File: config.mk
export PLATFORM = sky130hd
export DESIGN_NAME = axis_cpu_ctl
export DESIGN_NICKNAME = d
export VERILOG_FILES = /design/src/rtl/axis_cpu_ctl_pkg.sv /design/src/rtl/axis_cpu_dbg_dump.sv /design/src/rtl/axis_cpu_ctl.sv
export SDC_FILE = /design/constraint.sdc
export NUM_CORES = 1
export LEC_CHECK = 0
export ABC_AREA = 1
export CAP_MARGIN = 20
export CORE_ASPECT_RATIO = 1.5
export CORE_MARGIN = 5
export CORE_UTILIZATION = 50
export DETAILED_ROUTE_END_ITERATION = 8
export PLACE_DENSITY = 0.89
export SYNTH_ARGS = -nofsm -noshare
export SYNTH_HDL_FRONTEND = slang
export SYNTH_SLANG_ARGS = --single-unit
File: constraint.sdc
create_clock -name clk -period 3.2 [get_ports clk]
set_input_delay 0.32 -clock clk [delete_from_list [all_inputs] [get_ports clk]]
set_output_delay 0.32 -clock clk [all_outputs]
set_load 0.01 [all_outputs]
File: src/rtl/axis_cpu_ctl_pkg.sv
// Shared encodings for the CPU control block: FSM states, opcodes, status codes
// and the acknowledge word layout.
package axis_cpu_ctl_pkg;

  typedef enum logic [1:0] {
    ST_IDLE  = 2'd0,
    ST_WDATA = 2'd1,
    ST_STEP  = 2'd2,
    ST_DUMP  = 2'd3
  } state_t;

  localparam logic [3:0] OP_NOP     = 4'd0;
  localparam logic [3:0] OP_HOLD    = 4'd1;
  localparam logic [3:0] OP_STEP    = 4'd2;
  localparam logic [3:0] OP_SETADDR = 4'd3;
  localparam logic [3:0] OP_WRINSTR = 4'd4;
  localparam logic [3:0] OP_WRIMM   = 4'd5;
  localparam logic [3:0] OP_DUMP    = 4'd6;
  localparam logic [3:0] OP_RUN     = 4'd7;

  localparam logic [2:0] STS_OK      = 3'd0;
  localparam logic [2:0] STS_BADCORE = 3'd1;
  localparam logic [2:0] STS_BADOP   = 3'd2;
  localparam logic [2:0] STS_BUSY    = 3'd3;
  localparam logic [2:0] STS_HELD    = 3'd4;

  // Acknowledge word: {opcode, core, 24-bit status}.
  function automatic logic [31:0] ack_word(input logic [3:0] op, input logic [3:0] core,
                                           input logic [2:0] sts);
    return {op, core, 21'd0, sts};
  endfunction

endpackage

File: src/rtl/axis_cpu_dbg_dump.sv
// Register dump streamer: walks register indices 0..NUM_REGS-1 and presents each
// value on a registered AXI-Stream style output with TLAST on the final beat.
module axis_cpu_dbg_dump #(
  parameter int DATA_WIDTH = 32,
  parameter int NUM_REGS   = 16
) (
  input  logic                  clk,
  input  logic                  rst,
  input  logic                  i_start,
  input  logic [DATA_WIDTH-1:0] i_rd_data,
  output logic [3:0]            o_rd_addr,
  output logic [DATA_WIDTH-1:0] o_tdata,
  output logic                  o_tvalid,
  input  logic                  i_tready,
  output logic                  o_tlast,
  output logic                  o_done
);

  // Handshake: a beat transfers on a clock edge where o_tvalid && i_tready; while
  // o_tvalid is high and i_tready low, tdata/tvalid/tlast hold their values.
  localparam logic [4:0] LP_END = 5'(NUM_REGS);

  logic                  r_active;
  logic [4:0]            r_idx;
  logic [DATA_WIDTH-1:0] r_tdata;
  logic                  r_tvalid;
  logic                  r_tlast;
  logic                  w_accept;
  logic                  w_load;

  assign w_accept  = r_tvalid & i_tready;
  assign w_load    = r_active & (r_idx != LP_END) & (~r_tvalid | i_tready);
  assign o_done    = w_accept & r_tlast;
  assign o_rd_addr = r_idx[3:0];
  assign o_tdata   = r_tdata;
  assign o_tvalid  = r_tvalid;
  assign o_tlast   = r_tlast;

  always_ff @(posedge clk or negedge rst) begin
    if (!rst) begin
      r_active <= 1'b0;
      r_idx    <= '0;
      r_tdata  <= '0;
      r_tvalid <= 1'b0;
      r_tlast  <= 1'b0;
    end else if (i_start) begin
      r_active <= 1'b1;
      r_idx    <= '0;
    end else begin
      // Reloading on the accepting edge keeps one beat per cycle under steady ready.
      if (w_load) begin
        r_tdata  <= i_rd_data;
        r_tvalid <= 1'b1;
        r_tlast  <= (r_idx == LP_END - 5'd1);
        r_idx    <= r_idx + 5'd1;
      end else if (w_accept) begin
        r_tvalid <= 1'b0;
        r_tlast  <= 1'b0;
      end
      if (o_done) r_active <= 1'b0;
    end
  end

endmodule

File: src/rtl/axis_cpu_ctl.sv
// Command-stream controller for a cluster of CPU cores: reset hold, stepping,
// free-run, program memory writes and register dumps, one acknowledge per command.
module axis_cpu_ctl
  import axis_cpu_ctl_pkg::*;
#(
  parameter int NUM_CORES       = 4,
  parameter int CODE_ADDR_WIDTH = 10,
  parameter int DATA_WIDTH      = 32,
  parameter int NUM_REGS        = 16
) (
  input  logic                            clk,
  input  logic                            rst,
  input  logic [31:0]                     cmd_in_TDATA,
  input  logic                            cmd_in_TVALID,
  output logic [31:0]                     cmd_out_TDATA,
  output logic                            cmd_out_TVALID,
  output logic [NUM_CORES-1:0]            hold_in_rst,
  output logic [NUM_CORES-1:0]            step_en,
  output logic [CODE_ADDR_WIDTH-1:0]      prog_addr,
  output logic [31:0]                     prog_data,
  output logic                            prog_sel,
  output logic [NUM_CORES-1:0]            prog_wr_en,
  output logic [3:0]                      dbg_rd_addr,
  input  logic [NUM_CORES*DATA_WIDTH-1:0] dbg_rd_data,
  output logic [DATA_WIDTH-1:0]           dbg_TDATA,
  output logic                            dbg_TVALID,
  input  logic                            dbg_TREADY,
  output logic                            dbg_TLAST
);

  localparam logic [4:0] LP_NC = 5'(NUM_CORES);

  state_t                     r_state, w_state_nx;
  logic [NUM_CORES-1:0]       r_hold, r_run, r_wr_en;
  logic [15:0]                r_step_cnt;
  logic [3:0]                 r_op, r_core;
  logic [CODE_ADDR_WIDTH-1:0] r_addr, r_prog_addr;
  logic [31:0]                r_prog_data;
  logic                       r_prog_sel;
  logic                       r_ack_v, r_pend_v;
  logic [31:0]                r_ack, r_pend;

  logic [3:0]                 w_op, w_core;
  logic                       w_core_ok;
  logic [NUM_CORES-1:0]       w_core_oh, w_rcore_oh;
  logic                       w_cmd_ld, w_hold_we, w_run_we, w_step_ld, w_addr_ld;
  logic                       w_wr_go, w_dump_start, w_sel_ld;
  logic                       w_comp_v, w_busy_v, w_dump_done;
  logic [31:0]                w_comp, w_busy;
  logic [DATA_WIDTH-1:0]      w_rd_slice;

  assign w_op      = cmd_in_TDATA[31:28];
  assign w_core    = cmd_in_TDATA[27:24];
  assign w_core_ok = ({1'b0, w_core} < LP_NC);
  assign w_busy_v  = cmd_in_TVALID & ((r_state == ST_STEP) | (r_state == ST_DUMP));
  assign w_busy    = ack_word(w_op, w_core, STS_BUSY);

  always_comb begin
    w_core_oh  = '0;
    w_rcore_oh = '0;
    w_rd_slice = '0;
    for (int i = 0; i < NUM_CORES; i++) begin
      w_core_oh[i]  = (w_core == 4'(i));
      w_rcore_oh[i] = (r_core == 4'(i));
      if (r_core == 4'(i)) w_rd_slice = dbg_rd_data[i*DATA_WIDTH +: DATA_WIDTH];
    end
  end

  // A dump parks its core; otherwise a core runs free or is stepped by the FSM.
  always_comb begin
    step_en = r_run & ~r_hold;
    if (r_state == ST_STEP) step_en = step_en | w_rcore_oh;
    if (r_state == ST_DUMP) step_en = step_en & ~w_rcore_oh;
  end

  always_ff @(posedge clk or negedge rst) begin
    if (!rst) r_state <= ST_IDLE;
    else      r_state <= w_state_nx;
  end

  always_comb begin
    w_state_nx   = r_state;
    w_cmd_ld     = 1'b0;
    w_hold_we    = 1'b0;
    w_run_we     = 1'b0;
    w_step_ld    = 1'b0;
    w_addr_ld    = 1'b0;
    w_wr_go      = 1'b0;
    w_dump_start = 1'b0;
    w_sel_ld     = 1'b0;
    w_comp_v     = 1'b0;
    w_comp       = ack_word(w_op, w_core, STS_OK);
    case (r_state)
      ST_IDLE: begin
        if (cmd_in_TVALID) begin
          w_comp_v = 1'b1;
          if (w_op[3]) begin
            w_comp = ack_word(w_op, w_core, STS_BADOP);
          end else if (!w_core_ok) begin
            w_comp = ack_word(w_op, w_core, STS_BADCORE);
          end else begin
            case (w_op)
              OP_NOP:     ;
              OP_HOLD:    w_hold_we = 1'b1;
              OP_STEP: begin
                if (|(r_hold & w_core_oh)) begin
                  w_comp = ack_word(w_op, w_core, STS_HELD);
                end else if (|(r_run & w_core_oh)) begin
                  w_comp = ack_word(w_op, w_core, STS_BUSY);
                end else if (cmd_in_TDATA[15:0] != 16'd0) begin
                  w_comp_v   = 1'b0;
                  w_step_ld  = 1'b1;
                  w_cmd_ld   = 1'b1;
                  w_state_nx = ST_STEP;
                end
              end
              OP_SETADDR: w_addr_ld = 1'b1;
              OP_WRINSTR, OP_WRIMM: begin
                w_comp_v   = 1'b0;
                w_cmd_ld   = 1'b1;
                w_sel_ld   = 1'b1;
                w_state_nx = ST_WDATA;
              end
              OP_DUMP: begin
                w_comp_v     = 1'b0;
                w_cmd_ld     = 1'b1;
                w_dump_start = 1'b1;
                w_state_nx   = ST_DUMP;
              end
              default:    w_run_we = 1'b1;
            endcase
          end
        end
      end
      ST_WDATA: begin
        if (cmd_in_TVALID) begin
          w_wr_go    = 1'b1;
          w_comp_v   = 1'b1;
          w_comp     = ack_word(r_op, r_core, STS_OK);
          w_state_nx = ST_IDLE;
        end
      end
      ST_STEP: begin
        if (r_step_cnt == 16'd1) begin
          w_comp_v   = 1'b1;
          w_comp     = ack_word(r_op, r_core, STS_OK);
          w_state_nx = ST_IDLE;
        end
      end
      default: begin
        if (w_dump_done) begin
          w_comp_v   = 1'b1;
          w_comp     = ack_word(r_op, r_core, STS_OK);
          w_state_nx = ST_IDLE;
        end
      end
    endcase
  end

  always_ff @(posedge clk or negedge rst) begin
    if (!rst) begin
      r_hold      <= '1;
      r_run       <= '0;
      r_wr_en     <= '0;
      r_step_cnt  <= '0;
      r_op        <= '0;
      r_core      <= '0;
      r_addr      <= '0;
      r_prog_addr <= '0;
      r_prog_data <= '0;
      r_prog_sel  <= 1'b0;
    end else begin
      r_wr_en <= '0;
      for (int i = 0; i < NUM_CORES; i++) begin
        if (w_hold_we && w_core_oh[i]) begin
          r_hold[i] <= cmd_in_TDATA[0];
          if (cmd_in_TDATA[0]) r_run[i] <= 1'b0;
        end
        if (w_run_we && w_core_oh[i]) r_run[i] <= cmd_in_TDATA[0];
      end
      if (w_cmd_ld) begin
        r_op   <= w_op;
        r_core <= w_core;
      end
      if (w_sel_ld) r_prog_sel <= (w_op == OP_WRIMM);
      if (w_step_ld)                r_step_cnt <= cmd_in_TDATA[15:0];
      else if (r_state == ST_STEP)  r_step_cnt <= r_step_cnt - 16'd1;
      if (w_addr_ld) r_addr <= cmd_in_TDATA[CODE_ADDR_WIDTH-1:0];
      // prog_addr is a separate register so the strobe sees the pre-increment address.
      if (w_wr_go) begin
        r_prog_data <= cmd_in_TDATA;
        r_prog_addr <= r_addr;
        r_addr      <= r_addr + CODE_ADDR_WIDTH'(1);
        r_wr_en     <= w_rcore_oh;
      end
    end
  end

  // A BUSY ack for a dropped word wins the output; the displaced completion waits
  // one cycle in r_pend. Drops only occur in STEP/DUMP, so r_pend never overflows.
  always_ff @(posedge clk or negedge rst) begin
    if (!rst) begin
      r_ack_v  <= 1'b0;
      r_ack    <= '0;
      r_pend_v <= 1'b0;
      r_pend   <= '0;
    end else if (w_busy_v) begin
      r_ack_v  <= 1'b1;
      r_ack    <= w_busy;
      r_pend_v <= w_comp_v;
      r_pend   <= w_comp;
    end else if (r_pend_v) begin
      r_ack_v  <= 1'b1;
      r_ack    <= r_pend;
      r_pend_v <= w_comp_v;
      r_pend   <= w_comp;
    end else begin
      r_ack_v  <= w_comp_v;
      r_pend_v <= 1'b0;
      if (w_comp_v) r_ack <= w_comp;
    end
  end

  axis_cpu_dbg_dump #(
    .DATA_WIDTH (DATA_WIDTH),
    .NUM_REGS   (NUM_REGS)
  ) u_dbg_dump (
    .clk       (clk),
    .rst       (rst),
    .i_start   (w_dump_start),
    .i_rd_data (w_rd_slice),
    .o_rd_addr (dbg_rd_addr),
    .o_tdata   (dbg_TDATA),
    .o_tvalid  (dbg_TVALID),
    .i_tready  (dbg_TREADY),
    .o_tlast   (dbg_TLAST),
    .o_done    (w_dump_done)
  );

  assign cmd_out_TDATA  = r_ack;
  assign cmd_out_TVALID = r_ack_v;
  assign hold_in_rst    = r_hold;
  assign prog_addr      = r_prog_addr;
  assign prog_data      = r_prog_data;
  assign prog_sel       = r_prog_sel;
  assign prog_wr_en     = r_wr_en;

endmodule

==> impl_metrics.tcl <==
set metrics [dict create \
    outcome "finished clean" \
    vias 8890 \
    max-cap-violations 0 \
    p_leak_nw 5.522 \
    seqPwrFrac_pct 32.5 \
    cp_slowest_stage_delay_ps 560 \
    fin_setup_tns_ps 0 \
    internal_power_w 0.006395 \
    grt_max_degree 79 \
    route.final.wire_length_mm 28.14 \
    ctsLongestPathBuffers 2 \
    path_delay_family "buffers and inverters" \
    htreeDepth 4 \
    path_max_fanout 33 \
    start_kind "register" \
    startpoint "r_core[3]" \
    r2r_cells 10 \
    worstSetupEndpointType "primary output" \
    place_hpwl_mm 21.03 \
    clock_sinks 155 \
    ant_nets 0 \
    place_congestion 0.9133 \
    io_buffers 268 \
    combPwrFrac_pct 45.9 \
    holdWs_ps 434.5 \
    postSynthAreaPerCell_um2 7.658 \
    path_depth 8 \
    synthFlopType "dfrtp_1" \
    cts.reportedPaths.clkPinSlew_ps 60 \
    powerDensity_nw_per_um2 860.1 \
    synth_cells 1148 \
    cts_root_buf "clkbuf_16" \
    wl_per_cell_um 17.40 \
    instances_no_fill 1617 \
    grt_overflow_total 0 \
    postLayoutCellArea_um2 12180 \
    worstHoldPathType "primary input to register" \
    synth_edf_count 0 \
    synth-seq-cells 155 \
    worst_slew_margin_rel_pct 42.79 \
    dpl-instance-area_um2 11500 \
    grt_pass1_vias 8740 \
    yosysSeqAreaShare_pct 44.18 \
    dr.pass1.iters 5 \
    core_area_um2 17350 \
    dieArea_um2 20390 \
    synthArstFlopShare_pct 100.0 \
    antenna_found_initial 1 \
    setup_viol 0 \
    fmax_mhz 334.3 \
    drtIter0Drc 643 \
    irDropWorstVdd_v 0.0005001 \
    hold_viol 0 \
    crit_required_ps 2880 \
    numCtsBuffers 17 \
    crit_end "step_en[0]" \
    ff2ff_setup_slack_ps 640 \
    clk_latency_ps 420 \
    skew_ps 6.838 \
    critPathBufInv 3 \
    tightest_slew_ps 858.2 \
    finalCriticalPeriod_ps 2991 \
    cp.arrival_ps 2670 \
    reg2reg_to "u_dbg_dump.o_tdata[29]" \
    clockPowerShare_pct 21.6 \
    initial_core_util_pct 50.67 \
    dpl.cell_count 1583 \
    synth_cell_types 49 \
    switching_share_pct 38.95 \
    path_class "register to primary output" \
    drive_gt1_share_pct 7.270 \
    path_cells "nor2_4 -> inv_2 -> nor2_4 -> buf_4 -> nand2_1 -> o22ai_1 -> o21a_1 -> clkdlybuf4s50_1" \
    fin_nets 1564 \
    syn_area_um2 8791 \
    finalCritPeriodShare_pct 93.48 \
    area_growth_pct 38.53 \
    drc 0 \
    slowest_stage "clkdlybuf4s50_1" \
    rows 59 \
    r2r_start "u_dbg_dump.r_idx[0]" \
    io-pin-count 290 \
    slew_violations 0 \
    die_w_um 118.3 \
    avgViaCountPerCell 5.498 \
    path_common_cell "nor2_4" \
    grt_pass1_wl_mm 44.51 \
    rsz0062_at_grt "false" \
    p_sw_w 0.004080 \
    p_total_w 0.01047 \
    grtUsageTotal_pct 27.02 \
    yosys_warnings 0 \
    die_h_um 172.4 \
    cts_tree "built" \
]
==> metrics by stage <==
step                      util [%]  setup slack [ps]
final                        70.20             208.7
after global routing         70.20             48.55
after CTS                    70.18             207.7
after detailed placement     66.27             434.1
after global placement       66.27             546.2
after floorplan                  -              1257
==> logic make-up (layout without fill, tap and decap cells) <==
logic type,count (synthesis),in the layout,share of synthesized area [%]
muxes,1,1,0.1281
DFF,155,155,44.18
xor gates and xnor gates,9,9,0.8967
adders and majority gates,10,10,1.423
and+or+nand+nor,514,514,26.40
AOI/OAI and AO/OA,243,243,15.96
other,1,22,0.04266
buffers and inverters,215,450,10.97
==> cells in the mapped netlist (9+ instances only) <==
library cell / n / area (µm²)
nand2_1: 253 / 949.7
dfrtp_1: 151 / 3779
inv_1: 123 / 461.7
o21ai_0: 104 / 520.5
nor2_1: 88 / 330.3
nand3_1: 87 / 435.4
a21oi_1: 61 / 305.3
clkbuf_1: 38 / 142.6
nand4_1: 38 / 237.7
a31oi_1: 31 / 193.9
buf_4: 28 / 210.2
nor3_1: 12 / 60.06
o21ai_1: 12 / 60.06
ha_1: 10 / 125.1
nor2_2: 10 / 62.56
o221ai_1: 9 / 78.83
==> cell type report <==
class                      count  area [µm²]
clock inverter                13       215.2
inverter                     130       488.0
sequential                   155        3884
antenna                        1       2.502
tap                          213       266.5
timing repair buffer         288        2849
clock buffer                  19       452.9
multi-input combinational    798        4020
fill                        1332        5170
==> worst register-to-register path, stage by stage (launching register included) <==
cell and delay, ps:
dfrtp_1 410, inv_1 90, ha_1 210, nand3_1 80, o21ai_0 70, nor2_1 190
inv_1 150, nor2_4 570, buf_4 430, nor2_1 100, a31oi_1 170
==> timing repair <==
| action | in CTS | in global routing |
|---|---|---|
| resized for setup | 0 | 0 |
| endpoints found under the hold margin | 67 | 0 |
| buffers inserted | 0 | 0 |
| hold buffers | 1 | 0 |
==> cells in the final DEF, fill, tap and decap left out, drive strengths merged, types with 14 or more instances in the layout <==
| master | count |
|---|---|
| conb | 21 |
| clkbuf | 19 |
| nand3 | 88 |
| nor2 | 103 |
| nand2 | 262 |
| nand4 | 38 |
| nor3 | 15 |
| o221ai | 14 |
| buf | 20 |
| clkdlybuf4s50 | 267 |
| a21oi | 62 |
| o21ai | 116 |
| inv | 131 |
| dfrtp | 151 |
| a31oi | 31 |
==> sequential cells by signal, indices dropped and copies added, names as in the netlist, 2 cells and up <==
signal / count
cmd_out_TDATA: 11
hold_in_rst: 4
prog_addr: 10
prog_data: 32
prog_wr_en: 4
r_addr: 10
r_core: 4
r_op: 4
r_pend: 11
r_run: 4
r_state: 2
r_step_cnt: 16
u_dbg_dump.o_tdata: 32
u_dbg_dump.r_idx: 5
==> power by group through the flow <==
stage	Combinational (W)	Clock, W	Sequential (W)
finish	0.00481	0.00226	0.00340
global route	0.00531	0.00237	0.00351
CTS	0.00482	0.00229	0.00340
detailed placement	0.00479	0	0.00341
global placement	0.00466	0	0.00339
floorplan	0.00253	0	0.00355
==> worst min path at each step <==
stage	depth (start not counted)	end	slack (ps)	from
after floorplan	0	cmd_out_TDATA[0]	20	rst
after global routing	3	prog_data[23]	420	cmd_in_TDATA[23]
final	3	prog_data[18]	430	cmd_in_TDATA[18]
after detailed placement	1	u_dbg_dump.o_tdata[16]	370	rst
after global placement	1	u_dbg_dump.o_tdata[16]	360	rst
after CTS	3	prog_data[18]	420	cmd_in_TDATA[18]
==> per-layer routing <==
layer | global-route usage [%] | vias up | part of all wire, %
met5 | 0 | - | 0
met4 | 11.28 | 0 | 3.4
met3 | 5.988 | 70 | 7.5
met2 | 49.67 | 405 | 52
met1 | 30.12 | 4161 | 37
li1 | - | 4254 | -
No activity file was read; power rests on OpenSTA's default activity.
